--- src/rtl/cpu_nbit_pkg.sv ---
// ---------------------------------------------------------------------------
// custom_types -- shared types for the cpu_nbit core.
//   opcode_t        : instruction opcodes (10..14 are undefined/illegal)
//   cpu_state_t     : control FSM states
//   alu_operation_t : operation selector for cpu_alu
// Helper functions classify a raw 4-bit opcode field.
// ---------------------------------------------------------------------------
package custom_types;

    typedef enum logic [3:0] {
        OP_NOP  = 4'd0,
        OP_LDI  = 4'd1,
        OP_ADD  = 4'd2,
        OP_SUB  = 4'd3,
        OP_AND  = 4'd4,
        OP_OR   = 4'd5,
        OP_XOR  = 4'd6,
        OP_MOV  = 4'd7,
        OP_JMP  = 4'd8,
        OP_JZ   = 4'd9,
        OP_HALT = 4'd15
    } opcode_t;

    typedef enum logic [2:0] {
        S_FETCH,
        S_DECODE,
        S_EXECUTE,
        S_WRITEBACK,
        S_HALT
    } cpu_state_t;

    typedef enum logic [2:0] {
        ALU_PASS_IMM,
        ALU_ADD,
        ALU_SUB,
        ALU_AND,
        ALU_OR,
        ALU_XOR,
        ALU_PASS_B
    } alu_operation_t;

    // Map an opcode field onto the ALU operation that produces its result.
    function automatic alu_operation_t alu_op_of(input logic [3:0] op);
        case (op)
            OP_ADD:  return ALU_ADD;
            OP_SUB:  return ALU_SUB;
            OP_AND:  return ALU_AND;
            OP_OR:   return ALU_OR;
            OP_XOR:  return ALU_XOR;
            OP_MOV:  return ALU_PASS_B;
            default: return ALU_PASS_IMM;
        endcase
    endfunction

    // LDI, the five ALU ops and MOV need a WRITEBACK cycle.
    function automatic logic writes_reg(input logic [3:0] op);
        return (op >= OP_LDI) && (op <= OP_MOV);
    endfunction

    // Only the true ALU ops update the zero flag.
    function automatic logic sets_zero(input logic [3:0] op);
        return (op >= OP_ADD) && (op <= OP_XOR);
    endfunction

    function automatic logic is_illegal(input logic [3:0] op);
        return (op >= 4'd10) && (op <= 4'd14);
    endfunction

endpackage

--- src/rtl/cpu_nbit_alu.sv ---
// ---------------------------------------------------------------------------
// cpu_alu -- combinational ALU, all results modulo 2^DATA_W.
//   op     : in  alu_operation_t  operation select
//   a, b   : in  DATA_W           operand registers A and B
//   imm    : in  DATA_W           immediate field (used by LDI)
//   result : out DATA_W           operation result
// ---------------------------------------------------------------------------
module cpu_alu
    import custom_types::*;
#(
    parameter int DATA_W = 8
) (
    input  alu_operation_t     op,
    input  logic [DATA_W-1:0]  a,
    input  logic [DATA_W-1:0]  b,
    input  logic [DATA_W-1:0]  imm,
    output logic [DATA_W-1:0]  result
);

    // NOTE: assign a default before the case so no path leaves result
    // unassigned; otherwise synthesis infers a latch.
    always_comb begin
        result = imm;
        case (op)
            ALU_ADD:    result = a + b;   // carry discarded by width
            ALU_SUB:    result = a - b;   // borrow discarded by width
            ALU_AND:    result = a & b;
            ALU_OR:     result = a | b;
            ALU_XOR:    result = a ^ b;
            ALU_PASS_B: result = b;
            default:    result = imm;
        endcase
    end

endmodule

--- src/rtl/cpu_nbit.sv ---
// ---------------------------------------------------------------------------
// cpu_nbit -- multi-cycle FETCH/DECODE/EXECUTE/WRITEBACK core.
//   clk, reset       : in  clock, synchronous active-high reset
//   instruction      : in  INSTR_W {opcode, rd, rs, imm}
//   instr_valid      : in  instruction valid for instruction_addr
//   instr_req        : out core is in FETCH and wants an instruction
//   instruction_addr : out IADDR_W program counter
//   zero             : out zero flag
//   halted           : out core is in HALT
//   illegal          : out one-cycle pulse on an undefined opcode
//   dbg_we/idx/data  : out register-file write port mirror
// ---------------------------------------------------------------------------
module cpu_nbit
    import custom_types::*;
#(
    parameter int DATA_W  = 8,
    parameter int IADDR_W = 8,
    parameter int NREGS   = 4,
    localparam int RIDX_W  = $clog2(NREGS),
    localparam int INSTR_W = 4 + 2*RIDX_W + DATA_W
) (
    input  logic               clk,
    input  logic               reset,
    input  logic [INSTR_W-1:0] instruction,
    input  logic               instr_valid,
    output logic               instr_req,
    output logic [IADDR_W-1:0] instruction_addr,
    output logic               zero,
    output logic               halted,
    output logic               illegal,
    output logic               dbg_we,
    output logic [RIDX_W-1:0]  dbg_idx,
    output logic [DATA_W-1:0]  dbg_data
);

    cpu_state_t          state, state_next;
    logic [IADDR_W-1:0]  pc;
    logic [INSTR_W-1:0]  ir;
    logic [DATA_W-1:0]   a, b, result_q, alu_result;
    logic [DATA_W-1:0]   regs [NREGS];

    // Instruction fields, MSB first.
    logic [3:0]          op;
    logic [RIDX_W-1:0]   rd, rs;
    logic [DATA_W-1:0]   imm;
    logic                jump_taken;

    assign op  = ir[INSTR_W-1 -: 4];
    assign rd  = ir[INSTR_W-5 -: RIDX_W];
    assign rs  = ir[DATA_W +: RIDX_W];
    assign imm = ir[DATA_W-1:0];

    // JZ looks at the flag as it stands entering EXECUTE; JZ itself never
    // modifies zero, so there is no same-cycle hazard.
    assign jump_taken = (op == OP_JMP) || ((op == OP_JZ) && zero);

    cpu_alu #(.DATA_W(DATA_W)) u_alu (
        .op     (alu_op_of(op)),
        .a      (a),
        .b      (b),
        .imm    (imm),
        .result (alu_result)
    );

    // ---- FSM: state register ----
    // NOTE: sequential state uses non-blocking (<=) so every flop samples
    // pre-edge values regardless of statement order.
    always_ff @(posedge clk) begin
        if (reset) state <= S_FETCH;
        else       state <= state_next;
    end

    // ---- FSM: next state ----
    always_comb begin
        state_next = state;
        case (state)
            S_FETCH:     if (instr_valid) state_next = S_DECODE;
            S_DECODE:    state_next = S_EXECUTE;
            S_EXECUTE: begin
                if (op == OP_HALT)      state_next = S_HALT;
                else if (writes_reg(op)) state_next = S_WRITEBACK;
                else                    state_next = S_FETCH;
            end
            S_WRITEBACK: state_next = S_FETCH;
            S_HALT:      state_next = S_HALT;
            default:     state_next = S_FETCH;
        endcase
    end

    // ---- FSM: outputs ----
    always_comb begin
        instr_req = (state == S_FETCH);
        halted    = (state == S_HALT);
        illegal   = (state == S_EXECUTE) && is_illegal(op);
        dbg_we    = (state == S_WRITEBACK);
        dbg_idx   = rd;
        dbg_data  = result_q;
    end

    assign instruction_addr = pc;

    // ---- Datapath: PC, IR, operands, flag, register file ----
    // Reset has priority, so a reset landing on WRITEBACK drops the write.
    always_ff @(posedge clk) begin
        if (reset) begin
            pc       <= '0;
            ir       <= '0;
            a        <= '0;
            b        <= '0;
            result_q <= '0;
            zero     <= 1'b0;
            // NOTE: the register file is architecturally zero after reset,
            // so it is built from resettable flops rather than a RAM.
            for (int i = 0; i < NREGS; i++) regs[i] <= '0;
        end else begin
            case (state)
                S_FETCH: begin
                    if (instr_valid) begin
                        ir <= instruction;
                        pc <= pc + IADDR_W'(1);
                    end
                end
                S_DECODE: begin
                    a <= regs[rd];
                    b <= regs[rs];
                end
                S_EXECUTE: begin
                    result_q <= alu_result;
                    if (sets_zero(op)) zero <= (alu_result == '0);
                    if (jump_taken)    pc   <= imm[IADDR_W-1:0];
                end
                S_WRITEBACK: regs[rd] <= result_q;
                default: ;
            endcase
        end
    end

endmodule

--- config.mk ---
export PLATFORM = sky130hd
export DESIGN_NAME = cpu_nbit
export DESIGN_NICKNAME = d
export VERILOG_FILES = /design/src/rtl/cpu_nbit_pkg.sv /design/src/rtl/cpu_nbit_alu.sv /design/src/rtl/cpu_nbit.sv
export SDC_FILE = /design/constraint.sdc
export NUM_CORES = 1
export LEC_CHECK = 0
export BUFFER_PORTS_ARGS = -buffer_cell sky130_fd_sc_hd__buf_2
export CAP_MARGIN = 20
export CORE_MARGIN = 5
export CORE_UTILIZATION = 35
export CTS_BUF_LIST = sky130_fd_sc_hd__clkbuf_16
export CTS_CLUSTER_DIAMETER = 40
export DETAILED_ROUTE_END_ITERATION = 8
export PLACE_DENSITY = 0.59
export SYNTH_ARGS = -nofsm -noshare
export SYNTH_HDL_FRONTEND = slang
export SYNTH_SLANG_ARGS = --single-unit
export TNS_END_PERCENT = 20
--- constraint.sdc ---
create_clock -name clk -period 2.8 [get_ports clk]
set_input_delay 0.56 -clock clk [delete_from_list [all_inputs] [get_ports clk]]
set_output_delay 0.56 -clock clk [all_outputs]
set_load 0.01 [all_outputs]
Word-level counts from Yosys, hierarchy flattened. Memories as Yosys holds them, arrays and structs flattened. A register that Yosys moved wholly into a read port is not among the register bits. Index checks and enable logic that the tools add are counted.

Multiplexer cells: 17. Reduce and logical (&&, ||, !) cells: 13. Bitwise operators: 3. Add/sub/neg operators: 3. Eq/ne operators: 21. Magnitude comparators: 6.

Operator list (number): one-hot mux 8 bit (6 select lines) (1); 2-to-1 mux 8 bit (3); one-hot mux 3 bit (6 select lines) (1); == test 4 x 3 -> 1 bit (second input constant) (4); one-hot mux 8 bit (2 select lines) (1); == test 3 x 2 -> 1 bit (second input constant) (4); == test 3 bit (second input constant) (4); == test 4 bit (second input constant) (3); one-hot mux 3 bit (4 select lines) (1); adder 8 x 1 -> 8 bit (second input constant) (1); adder 8 bit (1); bitwise AND 8 bit (1); == test 4 x 2 -> 1 bit (second input constant) (2); less-or-equal comparator 4 x 3 -> 1 bit (second input constant) (2); logical NOT 8 bit (1); OR 8 bit (1); OR reduction 8 bit (1); subtractor 8 bit (1); bitwise XOR 8 bit (1); == test 3 x 1 -> 1 bit (second input constant) (2); 2-to-1 mux 1 bit (6); 2-to-1 mux 3 bit (2); logical AND 1 bit (5); greater-or-equal comparator 4 x 1 -> 1 bit (second input constant) (1); other kinds (10) (13).

Output and inout bits: 23. Bits in registers: 36. Logic and storage cells: 69. Memory bits (writable): 32. Memories kept: 1.

Memories: regs (depth 4, bits a word 8, rd ports 2, clocked after memory_dff 2, write ports 4, line cpu_nbit.sv:40) `logic [DATA_W-1:0] regs [NREGS];`.

Longest topological paths before layout. Gate-level depths: netlist of the first run.

Depth in word-level cells: 6. Gate-level depth with buffers: 12.

Hierarchy. From an unflattened synthesis of the first run, not the netlist that was laid out.

Cells, all modules: 547. Area total of the unflattened synthesis: 5068.6 µm².

Modules (own cells, without submodules): cpu_nbit (area each 3824.9 µm², times used 1, sequential area each 2001.9 µm², cells each 375); cpu_alu (area each 1243.7 µm², times used 1, sequential area each 0.0 µm², cells each 172).

Worst setup path after synthesis of the first run. Ideal clock, no wire load.

Kind: reg-to-reg. From: reg ir[13]. To: reg zero. Data arrival time: 2.788 ns. Required time: 2.716 ns. Setup slack: -0.073 ns. Cell stages (with the launch flop): 13. Library setup time: 0.084 ns. Buffers on the path: 0. Clock period less this slack: 2.873 ns. Cell sequence: dfxtp_1 -> or3b_4 -> nor2_4 -> mux2_2 -> inv_1 -> ha_1 -> nor2b_1 -> o2111ai_1 -> nand3_1 -> xor2_1 -> a221oi_1 -> o2111ai_1 -> o31ai_2.

Longest elaborated chain between the ends: 5.

Ends and longest elaborated chain: start, declared (line cpu_nbit.sv:38) `logic [INSTR_W-1:0] ir;`; start signal, assigned (line cpu_nbit.sv:119) `ir <= instruction;`; == test 4 x 3 -> 1 bit / == test 4 x 2 -> 1 bit (equally long branches) (line cpu_nbit_pkg.sv:44) `case (op)`; one-hot mux 3 bit (6 select lines) (line cpu_nbit_pkg.sv:44); == test 3 bit (tied with other cells) (line cpu_nbit_alu.sv:24) `case (op)`; one-hot mux 8 bit (6 select lines) (line cpu_nbit_alu.sv:24); logical NOT 8 bit (line cpu_nbit.sv:129) `if (sets_zero(op)) zero <= (alu_result == '0);`; end signal, assigned (line cpu_nbit.sv:129); end, declared (line cpu_nbit.sv:28) `output logic zero,`.

Several ways; a longest one is shown, not always the timed one. A chain may end at the register's enable or synchronous reset.

Final worst setup path of the first run.
From: reg ir[15]. To: reg zero.

The elaborated chain is that of the path after synthesis.

==> impl_metrics.ini, run 1 <==
[sta]
worstMarginPinSlew_ns = 0.861
setup_slack_ns = 0.00150
fin_crit_ns = 2.80
max_freq_mhz = 357
slew_viol_final = 0
hold_viol = 0
relSlewSlack_pct = 42.5
skew_ns = 0.00599
setup_viol_count_final = 0
rsz0062_at_grt = yes
timing.final.crit_share_pct = 99.9

[clock_tree]
clkLatencyLatePin_ns = 0.34
cts_sinks = 84
numCtsBuffers = 9
htree_levels = 3
hold_buffers = 0
cts_tree = built
cts_root_buf = clkbuf_16
clk_path_buf_depth = 2
clk_pin_slew_ns = 0.06

[setup_path]
required_ns = 3.05
r2r-start = ir[15]$_SDFFE_PP0P_
crit_path_start = ir[15]$_SDFFE_PP0P_
critPathTopFamily = compound AO/OA/AOI/OAI gates
arrival_ns = 3.05
worst_setup_path_end_kind = flop
timing.rr.end = zero$_SDFFE_PP0P_
crit_type = reg -> reg
reg2reg_slack_ns = 0.002
slowest_stage = or3b_4
startpoint_type = flop
critical_path_depth = 12
reg2regPathDepth = 12
path_cells = or3b_4 -> nor2_4 -> mux2_4 -> inv_1 -> ha_1 -> nor2b_1 -> o2111ai_1 -> nand3_1 -> xor2_1 -> a221oi_2 -> o2111ai_2 -> o31ai_2
critPathMaxFanout = 2
cp.buffers_inverters = 1
slowest_delay_ns = 0.41

[drt]
route.detailed.drc = 0
routed-via-count = 3879
avgViaCountPerCell = 5.28
drt.antenna.violating_nets = 0
wire_per_inst_um = 17.1
dr.pass1.iters = 5
wl_um = 12500
drt_iter0_drc = 284

[grt]
grt-ovfl-total = 0
grt_pass1_vias = 3878
grt_max_degree = 41
grt_pass1_wl_um = 20300
grt.total_usage_pct = 15.9
antenna_found_initial = 0

[floorplan]
std_cell_rows = 42
fp.dieW_um = 127
coreArea_mm2 = 0.0133
die_h_um = 127
io_pins = 42
initial_core_util_pct = 35.8
die_area_mm2 = 0.0160

[min_path]
hp-start = instruction[8]
min_path_cells = 3
hold_class = in -> reg
min_to = ir[8]$_SDFFE_PP0P_

[synth]
dominantRegCellSynth = dfxtp_1
synth_edf_count = 32
syn_area_per_cell_um2 = 9.32
syn-instance-count = 511
yosysTopAreaCell = dfxtp_1
synth_top_area_share_pct = 21.9
synth_nets = 556
ys_async_sr_fraction_pct = 0
synth_fa_ha_area_share_pct = 6.99
synth_area_leaders = dfxtp_1 (22%), edfxtp_1 (20%), mux4_2 (8.0%)
synth_xor_area_share_pct = 2.21
yosys-top-cells-count = nand2_1 (88), a21oi_1 (55), dfxtp_1 (52), and2_1 (37), edfxtp_1 (32)
yosys-mux-area-fraction_pct = 8.91
synth.distinct_cells = 59
synth.most_common_cell = nand2_1
yosys.area_share.simple_pct = 19.6
synth_area_mm2 = 0.00476
synth_compound_area_share_pct = 15.7
synth_top_family_by_area = simple AND/OR/NAND/NOR gates
ys_seq_area_share_pct = 42.0
ys_ff_latch = 84
yosys_warnings = 0

[placement]
portBuffers = 41
gp_congestion = 0.945
dp_hpwl_um = 9280
dpl_cell_area_mm2 = 0.00522
pre_cts_ws_ns = 0.000884

[power]
power_density_mw_per_mm2 = 565
irDropWorstVdd_uv = 352
combPwrFrac_pct = 16.0
leakage_nw = 2.12
switchingPower_mw = 0.831
swShare_pct = 26.5
power_mw = 3.14
internal-power_mw = 2.31
pwr-share-clk_pct = 40.4
p_seq_share_pct = 43.7

[cells_and_area]
postLayoutCellArea_mm2 = 0.00556
diodes = 0
drive_gt1_share_pct = 19.9
utilization_pct = 41.8
syn_to_final_growth_pct = 16.7
fin_nets = 599

[run_status]
status = complete, no violations

[job]
max_cap_viol_count = 0
## power by group through the flow
stage	sequential (mW)	combinational (mW)	clock, mW
final	1.37	0.501	1.27
after global routing	1.38	0.556	1.34
after CTS	1.37	0.495	1.28
after detailed placement	1.40	0.492	0
after global placement	1.40	0.485	0
after floorplan	1.38	0.366	0
## per-layer routing
metal / wire length (um) / up-vias / GRT usage (%) / share of wire, %
li1: - / 1899 / - / -
met1: 5720 / 1868 / 21.1 / 46
met2: 6140 / 92 / 26.5 / 49
met3: 482 / 20 / 2.56 / 3.8
met4: 204 / 0 / 5.49 / 1.6
met5: 0 / - / 0 / 0
## registers in the layout, summed over array words and instances (netlist names)
register,count
zero,1
ir,16
instruction_addr,8
a,8
state,3
dbg_data,8
b,8
regs,32
## stage by stage
| stage | hold WS (ns) | setup TNS, ns | cells |
|---|---|---|---|
| after global routing | 0.459 | -0.364 | 735 |
| final | 0.453 | 0 | 735 |
| after CTS | 0.448 | 0 | 735 |
| after global placement | 0.468 | 0 | 718 |
| after detailed placement | 0.474 | 0 | 719 |
| after floorplan | 0.446 | 0 | 511 |
## worst register-to-register path: stages (launching register included)
cell,delay [ns]
dfxtp_1,0.31
or3b_4,0.41
nor2_4,0.11
mux2_4,0.32
inv_1,0.06
ha_1,0.23
nor2b_1,0.13
o2111ai_1,0.18
nand3_1,0.15
xor2_1,0.17
a221oi_2,0.30
o2111ai_2,0.16
o31ai_2,0.19
## worst max-delay path by stage
| stage | to | slack (ns) |
|---|---|---|
| 3_5_place_dp | zero$_SDFFE_PP0P_ | 0.0009 |
| 4_1_cts | zero$_SDFFE_PP0P_ | 0.008 |
| 3_3_place_gp | zero$_SDFFE_PP0P_ | 0.07 |
| 2_1_floorplan | zero$_SDFFE_PP0P_ | 0.04 |
| 6_report | zero$_SDFFE_PP0P_ | 0.002 |
| 5_1_grt | zero$_SDFFE_PP0P_ | -0.16 |
## layout make-up
cell class              count  area (um^2)
inverters                  22         82.6
clock buffers               9          225
fillers                  1289         7740
flip-flops and latches     84         2000
repair buffers             63          368
clock inverters             7         88.8
well taps                 176          220
multi-input cells         374         2570
## timing repair
item                       4_1_cts  5_1_grt
hold endpoints to repair         0        0
gates resized for setup          1        3
pin swaps                        0        1
setup endpoints to repair        1        4
buffers inserted                 0        0
## layout by cell type (no fill, tap or decap), drive strengths merged, types with 3 or more instances in the layout
| cell type | instances |
|---|---|
| nand2b | 3 |
| or2 | 3 |
| ha | 25 |
| and2 | 37 |
| a221oi | 6 |
| nand3 | 5 |
| and3 | 3 |
| clkinv | 3 |
| a31oi | 6 |
| nor3 | 5 |
| buf | 63 |
| a22oi | 4 |
| xnor2 | 9 |
| clkbuf | 9 |
| nor3b | 4 |
| dfxtp | 52 |
| nand3b | 3 |
| nand2 | 88 |
| xor2 | 3 |
| o221ai | 3 |
| o21ai | 22 |
| mux2i | 3 |
| edfxtp | 32 |
| a21oi | 55 |
| a211oi | 3 |
| inv | 23 |
| o31ai | 4 |
| o21a | 3 |
| nor4 | 3 |
| mux4 | 17 |
| o2111ai | 3 |
| nor2 | 32 |
## kinds of logic after synthesis
family                     Yosys count
and+or+nand+nor                    194
AOI/OAI and AO/OA                  121
DFF                                 84
buffers and inverters               53
adders and majority gates           26
muxes                               21
xor gates and xnor gates            12
No activity file was read; power rests on OpenSTA's default activity.
==> inputs of run 2 (changes only) <==
- PLACE_DENSITY: 0.59 -> 0.57
==> run 2 against run 1 <==
Effect of this change: the flow now finishes with violations (setup timing); fmax fell by 1.8%; highest routed layer unchanged; routed wire length up 4.0%; global-route usage grew 0.46 points; count of clock-buffer cells in the layout unchanged; clock power decreased by 7%; critical path depth did not move; worst hold slack gained 0.0024 ns.
==> impl_metrics.ini, run 2 (synthesis gave the netlist of run 1 again) <==
[cells_and_area]
reg_top3 = regs: 32 flops, ir: 16 flops
final_cell_mix = nand2_1 (88), a21oi_1 (51), dfxtp_1 (50), buf_2 (42), and2_1 (37)
diodes = 0
syn_to_final_growth_pct = 17.3
final_common_cell = nand2_1
final_cells = 736
postLayoutCellArea_mm2 = 0.00559
largest_register_ffs = 32
top_register = regs
fin_nets = 600
drive_gt1_share_pct = 21.6

[setup_path]
reg2reg_slack_ns = -0.05
crit_type = reg -> reg
reg2regPathDepth = 12
startpoint_type = flop
slowest_stage = or3b_4
critical_path.most_common_cell = o2111ai_2
required_ns = 3.05
critPathMaxFanout = 2
r2r-start = ir[14]$_SDFFE_PP0P_
worst_setup_path_end_kind = flop
critical_path_depth = 12
arrival_ns = 3.10
crit_end = zero$_SDFFE_PP0P_
slowest_delay_ns = 0.41
path_cells = or3b_4 -> nor2_4 -> mux2_4 -> inv_2 -> ha_4 -> nor2b_4 -> o2111ai_2 -> nand3_2 -> xor2_1 -> a221oi_2 -> o2111ai_2 -> o31ai_2
cp.buffers_inverters = 1
crit_path_start = ir[14]$_SDFFE_PP0P_
timing.rr.end = zero$_SDFFE_PP0P_
critPathTopFamily = compound AO/OA/AOI/OAI gates

[clock_tree]
cts_root_buf = clkbuf_16
htree_levels = 3
hold_buffers = 0
clk_path_buf_depth = 2
cts_sinks = 84
numCtsBuffers = 9
clkLatencyLatePin_ns = 0.34
cts_tree = built
clk_pin_slew_ns = 0.06

[placement]
placedCellCount = 718
portBuffers = 41
dpl_cell_area_mm2 = 0.00522
gp_congestion = 0.936
pre_cts_ws_ns = 0.0348
dp_hpwl_um = 9330

[drt]
drt_iter0_drc = 205
dr.pass1.iters = 4
routed-via-count = 3867
wire_per_inst_um = 17.7
wl_um = 13000
route.detailed.drc = 0
drt.antenna.violating_nets = 0
avgViaCountPerCell = 5.25

[power]
leakage_nw = 2.14
pwr-share-clk_pct = 38.3
internal-power_mw = 2.23
power_density_mw_per_mm2 = 552
irDropWorstVdd_uv = 293
swShare_pct = 27.7
combPwrFrac_pct = 17.3
switchingPower_mw = 0.854
p_seq_share_pct = 44.4

[floorplan]
fp.dieW_um = 127
std_cell_rows = 42
die_area_mm2 = 0.0160
die_h_um = 127
coreArea_mm2 = 0.0133
io_pins = 42
initial_core_util_pct = 35.8

[sta]
setup_slack_ns = -0.0484
timing.final.crit_share_pct = 102
worstMarginPinSlew_ns = 0.913
skew_ns = 0.0104
max_freq_mhz = 351
setup_viol_count_final = 1
relSlewSlack_pct = 39.0
rsz0062_at_grt = yes
slew_viol_final = 0
fin_crit_ns = 2.85
hold_viol = 0

[run_status]
status = finished, violations left
violations = setup timing

[grt]
grt-ovfl-total = 0
grt_pass1_wl_um = 20700
grt_pass1_vias = 3801
grt.total_usage_pct = 16.4
grt_max_degree = 61
antenna_found_initial = 0

[min_path]
hold_class = in -> reg
hp-start = instruction[3]

[job]
max_cap_viol_count = 0
[run 2: metrics by stage]
| stage | util (%) | total power [mW] | setup TNS [ns] | hold slack [ns] |
|---|---|---|---|---|
| floorplan | - | 1.74 | 0 | 0.446 |
| global placement | 39.2 | 1.88 | 0 | 0.468 |
| detailed placement | 39.2 | 1.89 | 0 | 0.470 |
| CTS | 41.4 | 3.07 | 0 | 0.446 |
| global route | 42.0 | 3.21 | -0.359 | 0.457 |
| finish | 42.0 | 3.09 | -0.0484 | 0.455 |
[run 2: what timing repair did]
| action | in CTS | in global routing |
|---|---|---|
| buffers inserted | 0 | 2 |
| endpoints found under the setup margin | 0 | 4 |
| gates resized for setup | 0 | 15 |
[run 2: how the worst min path moves through the flow]
stage	endpoint	slack, ns	depth (start not counted)
3_5_place_dp	ir[1]$_SDFFE_PP0P_	0.47	2
3_3_place_gp	ir[1]$_SDFFE_PP0P_	0.47	2
5_1_grt	ir[4]$_SDFFE_PP0P_	0.46	3
2_1_floorplan	ir[3]$_SDFFE_PP0P_	0.45	2
6_report	ir[3]$_SDFFE_PP0P_	0.46	3
4_1_cts	ir[3]$_SDFFE_PP0P_	0.45	3
[run 2: routing by layer]
metal	part of all wire, %	wire [um]	track usage [%]	vias to the layer above
met4	1.7	224	5.43	0
met1	47	6080	21.8	1887
met3	2.9	375	2.27	17
met5	0	0	0	-
met2	49	6360	27.5	60
li1	-	-	-	1903
[run 2: layout make-up]
type | instances | area [um^2]
clock inverters | 7 | 67.6
repair buffers | 64 | 375
fillers | 1285 | 7710
flip-flops and latches | 84 | 2000
multi-input cells | 374 | 2610
inverters | 22 | 82.6
clock buffers | 9 | 225
well taps | 176 | 220
[run 2: worst min-delay path, delay by kind of cell]
kind / cells / cell delay (ns)
AO/OA/AOI/OAI: 1 / 0.05
buffers and inverters: 1 / 0.09
AND/OR/NAND/NOR: 1 / 0.04
[run 2: power by group through the flow]
stage | combinational, mW | clock (mW) | sequential (mW)
after floorplan | 0.366 | 0 | 1.38
after global routing | 0.590 | 1.24 | 1.38
after global placement | 0.489 | 0 | 1.39
after CTS | 0.498 | 1.20 | 1.37
after detailed placement | 0.496 | 0 | 1.40
final | 0.533 | 1.18 | 1.37
